`src/rtl/key_edit_ctrl_pkg.sv`:
```
// Shared constants and types for the front-panel key/edit controller.
package tube_pkg;
    localparam int NUM_KEYS   = 4;
    localparam int NUM_DIGITS = 8;
    localparam int GROUP_W    = 8;

    localparam int KEY_DEC  = 3;
    localparam int KEY_INC  = 2;
    localparam int KEY_MODE = 1;
    localparam int KEY_LOAD = 0;

    typedef logic [1:0] group_t;
endpackage

```
`src/rtl/key_edit_ctrl_if.sv`:
```
// Panel bus: raw keys and switch byte in, display value and edit status out.
interface key_edit_ctrl_if;
    import tube_pkg::*;

    logic [NUM_KEYS-1:0]   Key;
    logic [GROUP_W-1:0]    Sw;
    logic [31:0]           value;
    logic                  edit_mode;
    group_t                edit_group;
    logic [NUM_DIGITS-1:0] blank_mask;

    modport master (
        output Key, Sw,
        input  value, edit_mode, edit_group, blank_mask
    );

    modport slave (
        input  Key, Sw,
        output value, edit_mode, edit_group, blank_mask
    );
endinterface

```
`src/rtl/key_edit_ctrl_debounce.sv`:
```
// Per-key 2-flop synchroniser, stability counter and registered press pulse.
module key_debounce #(
    parameter int DEBOUNCE_BITS = 16
) (
    input  logic clk,
    input  logic rst_n,
    input  logic key_raw,
    output logic press
);
    logic                     sync_1;
    logic                     sync_2;
    logic                     state;
    logic [DEBOUNCE_BITS-1:0] cnt;

    // Sync flops reset to the released level so that reset release never looks like a press.
    always_ff @(posedge clk or negedge rst_n) begin
        if (!rst_n) begin
            sync_1 <= 1'b1;
            sync_2 <= 1'b1;
            state  <= 1'b1;
            cnt    <= '0;
            press  <= 1'b0;
        end else begin
            sync_1 <= key_raw;
            sync_2 <= sync_1;
            press  <= 1'b0;
            if (sync_2 == state) begin
                cnt <= '0;
            end else if (&cnt) begin
                state <= sync_2;
                cnt   <= '0;
                press <= state & ~sync_2;
            end else begin
                cnt <= cnt + 1'b1;
            end
        end
    end
endmodule

```
`src/rtl/key_edit_ctrl.sv`:
```
// Front-panel edit stage: key arbitration, edit registers and blink mask for the digit scanner.
// Optional build macro LIVE_PREVIEW_EN shows the switch byte in the selected group while editing.
module key_edit_ctrl
    import tube_pkg::*;
#(
    parameter int          DEBOUNCE_BITS = 16,
    parameter int          BLINK_BIT     = 22,
    parameter logic [31:0] INIT_VALUE    = 32'h0A1B2C3D
) (
    input  logic            clk,
    input  logic            rst_n,
    key_edit_ctrl_if.slave  bus
);
    logic [NUM_KEYS-1:0]   press;
    logic [31:0]           stored;
    logic [31:0]           stored_nxt;
    logic                  mode;
    logic                  mode_nxt;
    group_t                group;
    group_t                group_nxt;
    logic [BLINK_BIT:0]    blink_cnt;
    logic [NUM_DIGITS-1:0] blank_q;

    for (genvar k = 0; k < NUM_KEYS; k++) begin : g_key
        key_debounce #(
            .DEBOUNCE_BITS(DEBOUNCE_BITS)
        ) u_debounce (
            .clk    (clk),
            .rst_n  (rst_n),
            .key_raw(bus.Key[k]),
            .press  (press[k])
        );
    end

    // Highest-priority pulse wins; a blocked higher-priority pulse still masks lower ones.
    always_comb begin
        stored_nxt = stored;
        mode_nxt   = mode;
        group_nxt  = group;
        if (press[KEY_DEC]) begin
            if (mode) group_nxt = group - 2'd1;
        end else if (press[KEY_INC]) begin
            if (mode) group_nxt = group + 2'd1;
        end else if (press[KEY_MODE]) begin
            mode_nxt = ~mode;
        end else if (press[KEY_LOAD]) begin
            if (mode) stored_nxt[GROUP_W*group +: GROUP_W] = bus.Sw;
        end
    end

    always_ff @(posedge clk or negedge rst_n) begin
        if (!rst_n) begin
            stored    <= INIT_VALUE;
            mode      <= 1'b0;
            group     <= '0;
            blink_cnt <= '0;
            blank_q   <= '0;
        end else begin
            stored    <= stored_nxt;
            mode      <= mode_nxt;
            group     <= group_nxt;
            blink_cnt <= blink_cnt + 1'b1;
            blank_q   <= (mode && blink_cnt[BLINK_BIT])
                         ? NUM_DIGITS'(8'b11 << {group, 1'b0}) : '0;
        end
    end

`ifdef LIVE_PREVIEW_EN
    logic [31:0] value_q;
    logic [31:0] value_nxt;

    always_comb begin
        value_nxt = stored_nxt;
        if (mode_nxt) value_nxt[GROUP_W*group_nxt +: GROUP_W] = bus.Sw;
    end

    always_ff @(posedge clk or negedge rst_n) begin
        if (!rst_n) value_q <= INIT_VALUE;
        else        value_q <= value_nxt;
    end

    assign bus.value = value_q;
`else
    assign bus.value = stored;
`endif

    assign bus.edit_mode  = mode;
    assign bus.edit_group = group;
    assign bus.blank_mask = blank_q;
endmodule

```
`src/flat_wrapper.sv`:
```
// flat-port wrapper written by rule: the top's interface ports become plain ports
module key_edit_ctrl_flat import tube_pkg::*;
#(
    parameter int          DEBOUNCE_BITS = 16,
    parameter int          BLINK_BIT     = 22,
    parameter logic [31:0] INIT_VALUE    = 32'h0A1B2C3D
)
  (clk, rst_n, bus_Key, bus_Sw, bus_value, bus_edit_mode, bus_edit_group, bus_blank_mask);
  key_edit_ctrl_if bus_i ();
  input  logic clk;
  input  logic rst_n;
  input wire logic [$bits(bus_i.Key)-1:0] bus_Key;
  input wire logic [$bits(bus_i.Sw)-1:0] bus_Sw;
  output wire logic [$bits(bus_i.value)-1:0] bus_value;
  output wire logic [$bits(bus_i.edit_mode)-1:0] bus_edit_mode;
  output wire logic [$bits(bus_i.edit_group)-1:0] bus_edit_group;
  output wire logic [$bits(bus_i.blank_mask)-1:0] bus_blank_mask;
  assign bus_i.Key = bus_Key;
  assign bus_i.Sw = bus_Sw;
  assign bus_value = bus_i.value;
  assign bus_edit_mode = bus_i.edit_mode;
  assign bus_edit_group = bus_i.edit_group;
  assign bus_blank_mask = bus_i.blank_mask;
  key_edit_ctrl #(.DEBOUNCE_BITS(DEBOUNCE_BITS), .BLINK_BIT(BLINK_BIT), .INIT_VALUE(INIT_VALUE)) u_core (.clk(clk), .rst_n(rst_n), .bus(bus_i));
endmodule
```
`config.mk`:
```
export PLATFORM = sky130hd
export DESIGN_NAME = key_edit_ctrl_flat
export DESIGN_NICKNAME = d
export VERILOG_FILES = /design/src/rtl/key_edit_ctrl_pkg.sv /design/src/rtl/key_edit_ctrl_if.sv /design/src/rtl/key_edit_ctrl_debounce.sv /design/src/rtl/key_edit_ctrl.sv /design/src/flat_wrapper.sv
export SDC_FILE = /design/constraint.sdc
export NUM_CORES = 1
export LEC_CHECK = 0
export ABC_AREA = 1
export BUFFER_PORTS_ARGS = -buffer_cell sky130_fd_sc_hd__buf_2
export CORE_AREA = 8 8 121 112
export DETAILED_ROUTE_END_ITERATION = 10
export DIE_AREA = 0 0 129 120
export PLACE_DENSITY = 0.84
export SLEW_MARGIN = 20
export SYNTH_ARGS = -nofsm -noshare
export SYNTH_HDL_FRONTEND = slang
export SYNTH_SLANG_ARGS = --single-unit
```
`constraint.sdc`:
```
create_clock -name clk -period 2.95 [get_ports clk]
set_input_delay 0.59 -clock clk [delete_from_list [all_inputs] [get_ports clk]]
set_output_delay 0.59 -clock clk [all_outputs]
set_load 0.02 [all_outputs]
```
-- Word-level counts from Yosys, hierarchy flattened
Index checks and enable logic that the tools add are counted.
- shifts and indexed selects: 3
- multiplexer cells: 22
- add/subtract/negate cells: 8
- eq/ne operators: 4
- bitwise operators: 16
- reductions and logical operators: 13
- operator list (cell ; number):
    two-way mux 16 bit ; 8
    AND reduction 17 bit ; 4
    adder 16 x 1 -> 16 bit, second input constant ; 4
    AND reduction 16 bit ; 4
    negation 5 -> 34 bit ; 1
    variable shift 8 x 34 -> 32 bit, first input constant ; 1
    variable part select 8 x 34 -> 32 bit ; 1
    bitwise mux 32 bit ; 1
    adder 23 x 1 -> 23 bit, second input constant ; 1
    inverter 1 bit ; 12
    two-way mux 1 bit ; 8
    two-way mux 2 bit ; 4
    two-way mux 8 bit ; 1
    << shifter 2 x 3 -> 8 bit, first input constant ; 1
    AND reduction 5 bit ; 1
    AND 1 bit ; 4
    == test 1 bit ; 4
    AND reduction 3 bit ; 1
    adder 2 x 1 -> 2 bit, second input constant ; 1
    AND reduction 2 bit ; 1
    nonzero test 2 bit ; 1
    subtractor 2 x 1 -> 2 bit, second input constant ; 1
    logical AND 1 bit ; 1
- register bits: 146
- input bits: 14

-- Depth between registers and ports, before layout
- depth in word-level cells: 4
- mapped depth: 9

-- By module
Synthesis repeated with hierarchy kept, for this count alone.
- cells, all modules: 814
- area, all modules: 7139.3 sq um
- modules (own cells, without submodules) (module ; times used ; cells each ; area an instance (sq um) ; seq. area each (sq um)):
    key_debounce ; 4 ; 120 ; 1007.2 ; 504.2
    key_edit_ctrl ; 1 ; 334 ; 3110.5 ; 1569.0

-- Worst setup path before layout
No wires, ideal clock.
- path type: register -> register
- start point: register u_core.group[0] (netlist: u_core.bus.edit_group[0])
- end point: register u_core.stored[23] (netlist: u_core.bus.value[23])
- library setup time: 0.073 ns
- buffers on the path: 1
- stages on the path, launching flop included: 8
- setup slack: 1.040 ns
- arrival: 1.837 ns
- required time: 2.877 ns
- cells stage by stage: dfrtp_1 buf_4 inv_1 ha_1 inv_4 nor3_4 nand2_2 a21oi_2
- longest elaborated chain between the ends: 3
- elaborated cells on any way between the ends: 4
- RTL lines (element ; RTL line ; RTL):
    start, declared ; key_edit_ctrl.sv:19 ; group_t group;
    start signal, assigned ; key_edit_ctrl.sv:61 ; group <= group_nxt;
    negation 5 -> 34 bit (*) ; key_edit_ctrl.sv:47 ; if (mode) stored_nxt[GROUP_W*group +: GROUP_W] = bus.Sw;
    variable part select 8 x 34 -> 32 bit / variable shift 8 x 34 -> 32 bit (equally long branches) ; key_edit_ctrl.sv:47 ;
    bitwise mux 32 bit (*) ; key_edit_ctrl.sv:47 ;
    end signal, assigned ; key_edit_ctrl.sv:59 ; stored <= stored_nxt;
    end, declared ; key_edit_ctrl.sv:15 ; logic [31:0] stored;
Every way passes the cells marked *; elsewhere a longest branch is shown, timed or not.
A chain may end at the register's enable or synchronous reset.

-- Worst setup path in the final report
Ends and elaborated chain as after synthesis.

==> impl_metrics.json <==
{
  "status": "complete, no violations",
  "gp_congestion": 0.915,
  "yosys_warnings": 0,
  "critPathBufInv": 2,
  "cts_setup_buffers": 0,
  "areaGrowthSynthToFinish_pct": 15.6,
  "wl_mm": 15.3,
  "ctsResizeCount": 0,
  "tns_ps": 0,
  "crit_slowest_cell": "dfrtp_1",
  "crit_chain": "inv_1 -> ha_1 -> inv_4 -> nor3_4 -> nand2_2 -> a21oi_2",
  "drt_iter0_markers": 571,
  "numCtsBuffers": 17,
  "place_area_sq_mm": 0.00766,
  "final_common_cell": "nand2_1",
  "crit_cells": 6,
  "grt_max_degree": 71,
  "antenna_found_initial": 0,
  "core_sq_mm": 0.0116,
  "power_leakage_nw": 3.81,
  "cts-root-buf": "clkbuf_16",
  "finalMaxSlewViolations": 0,
  "cts_tree": "done",
  "cap_violations": 0,
  "ys_ff_latch": 142,
  "antenna_cells": 0,
  "initial_utilization": 0.622,
  "cp.arrival_ps": 2520,
  "die_w_microns": 129,
  "synth_cell_types": 38,
  "die_area_sq_mm": 0.0155,
  "worst_hold_path_type": "primary input to async pin",
  "slew_headroom": 0.573,
  "cp-start-kind": "flop",
  "setup_violations": 0,
  "final_util": 0.719,
  "rows": 38,
  "yosysSeqAreaShare": 0.495,
  "io_buffers": 56,
  "synth.avg_cell_area_sq_um": 8.43,
  "clk_latency_ps": 420,
  "h-tree-depth": 4,
  "clk_path_buf_depth": 2,
  "grt_pass1_wl_mm": 26.1,
  "power_density_mw_per_mm2": 552,
  "first_global_vias": 5564,
  "final_cell_mix": "nand2_1 (188), nor2_1 (138), dfrtp_1 (116), inv_1 (94), nand3_1 (69)",
  "period_needed_ps": 2170,
  "path_class": "flop to flop",
  "synth_nets": 890,
  "worst_slew_pin_slew_ps": 640,
  "cp_max_fo": 13,
  "rsz0062_at_grt": "false",
  "fmax_mhz": 462,
  "finClkSkew_ps": 8.11,
  "pin_count": 57,
  "critical_path.top_delay_family": "flip-flops",
  "die_h_microns": 120,
  "via_count": 5782,
  "antenna_left": 0,
  "syn_inst": 859,
  "grt-ovfl-total": 0,
  "place_ws_ps": 827,
  "fin_ws_ps": 783,
  "drive_above_1_share": 0.197,
  "postCtsHoldBufs": 0,
  "final_hold_viol_count": 0,
  "min_period_over_period": 0.734,
  "worst_ep_required_time_ps": 3300,
  "vdd_ir_drop_max_mv": 0.354,
  "dr.pass1.iters": 5,
  "fin_area_sq_mm": 0.00837,
  "r2r_cells": 6,
  "viasPerCell": 5.28,
  "slowest_delay_ps": 680,
  "dp_hpwl_mm": 10.6,
  "path_clk_slew_ps": 60,
  "nNetsFinal": 954,
  "end_kind": "flop",
  "grtUsageTotal": 0.211,
  "clock-sinks": 142,
  "route.detailed.drc": 0,
  "netlist_area_sq_mm": 0.00724,
  "wl_per_cell_microns": 14.0
}
sequential cells by signal (all words and copies together), names as in the netlist:
signal                          count
u_core.bus.blank_mask               4
u_core.g_key.u_debounce.sync_2      4
u_core.g_key.u_debounce.sync_1      4
u_core.bus.edit_group               2
u_core.g_key.u_debounce.press       4
u_core.bus.edit_mode                1
u_core.g_key.u_debounce.cnt        64
u_core.blink_cnt                   23
u_core.bus.value                   32
u_core.g_key.u_debounce.state       4
cells in the mapped netlist:
master	instances	area [sq um]
a211oi_1	1	7.51
a21oi_1	18	90.1
a21oi_2	3	26.3
a31oi_1	1	6.26
buf_2	2	10.0
buf_4	5	37.5
buf_6	3	33.8
clkbuf_1	3	11.3
clkinv_1	2	7.51
dfrtp_1	116	2900
dfstp_2	26	683
ha_1	17	213
inv_1	94	353
inv_2	4	15.0
inv_4	2	12.5
nand2_1	188	706
nand2_2	9	56.3
nand2_4	2	22.5
nand3_1	69	345
nand3_2	5	50.1
nand3_4	1	17.5
nand3b_1	1	7.51
nand4_1	13	81.3
nor2_1	138	518
nor2_2	8	50.1
nor2_4	10	113
nor2_8	1	20.0
nor3_1	31	155
nor3_2	2	20.0
nor3_4	3	48.8
nor3b_2	3	37.5
o21a_1	2	15.0
o21ai_0	20	100
o21ai_1	4	20.0
o21ai_2	16	140
o21bai_1	4	30.0
xnor2_1	14	123
xor2_1	18	158
through the flow:
step,power [W],hold WS (ps),cells
4_1_cts,0.00467,171,1096
2_1_floorplan,0.00206,294,859
3_3_place_gp,0.00213,346,1064
5_1_grt,0.00477,204,1096
6_report,0.00462,150,1096
3_5_place_dp,0.00213,347,1064
metal layers:
layer | up-vias | routed length (microns) | GRT usage | part of all wire
met3 | 32 | 1070 | 0.0590 | 0.069
met4 | 0 | 351 | 0.0866 | 0.023
li1 | 2855 | - | - | -
met2 | 200 | 7240 | 0.331 | 0.47
met1 | 2695 | 6670 | 0.270 | 0.44
met5 | - | 0 | 0 | 0
worst paths after layout:
check                                                  startpoint                           endpoint  slack (ps)
worst max-delay path                     u_core.bus.edit_group[0]               u_core.bus.value[23]         780
worst min-delay path                                        rst_n  u_core.g_key[1].u_debounce.cnt[1]         150
worst max register to register           u_core.bus.edit_group[0]               u_core.bus.value[23]         780
worst min register to register  u_core.g_key[1].u_debounce.sync_1  u_core.g_key[1].u_debounce.sync_2         360
max in group asynchronous                                   rst_n               u_core.bus.value[27]        1980
min in group clk                                       bus_Key[1]  u_core.g_key[1].u_debounce.sync_1         260
final cells by class:
class	instances	area, sq um
clock inverter	13	263
clock buffer	19	443
tap	160	200
multi-input combinational	602	3180
fill	856	3280
sequential	142	3590
inverter	102	388
timing repair buffer	58	314
worst register-to-register path: stages (launching register included):
cell and delay, ps:
dfrtp_1 680, inv_1 230, ha_1 530, inv_4 120, nor3_4 310, nand2_2 100, a21oi_2 150
kinds of logic after synthesis:
kind of cell | after synthesis | synth area share
xor+xnor | 32 | 0.0387
buf+inv | 115 | 0.0663
simple gates | 484 | 0.310
fa+ha+maj | 17 | 0.0294
flops | 142 | 0.495
compound gates | 69 | 0.0601
report_power, final:
group,switching (W),internal (W)
Combinational,0.0000818,0.0000289
Sequential,0.0000147,0.00197
Clock,0.000819,0.00170
Total,0.000915,0.00370
No activity file was read; power rests on OpenSTA's default activity.
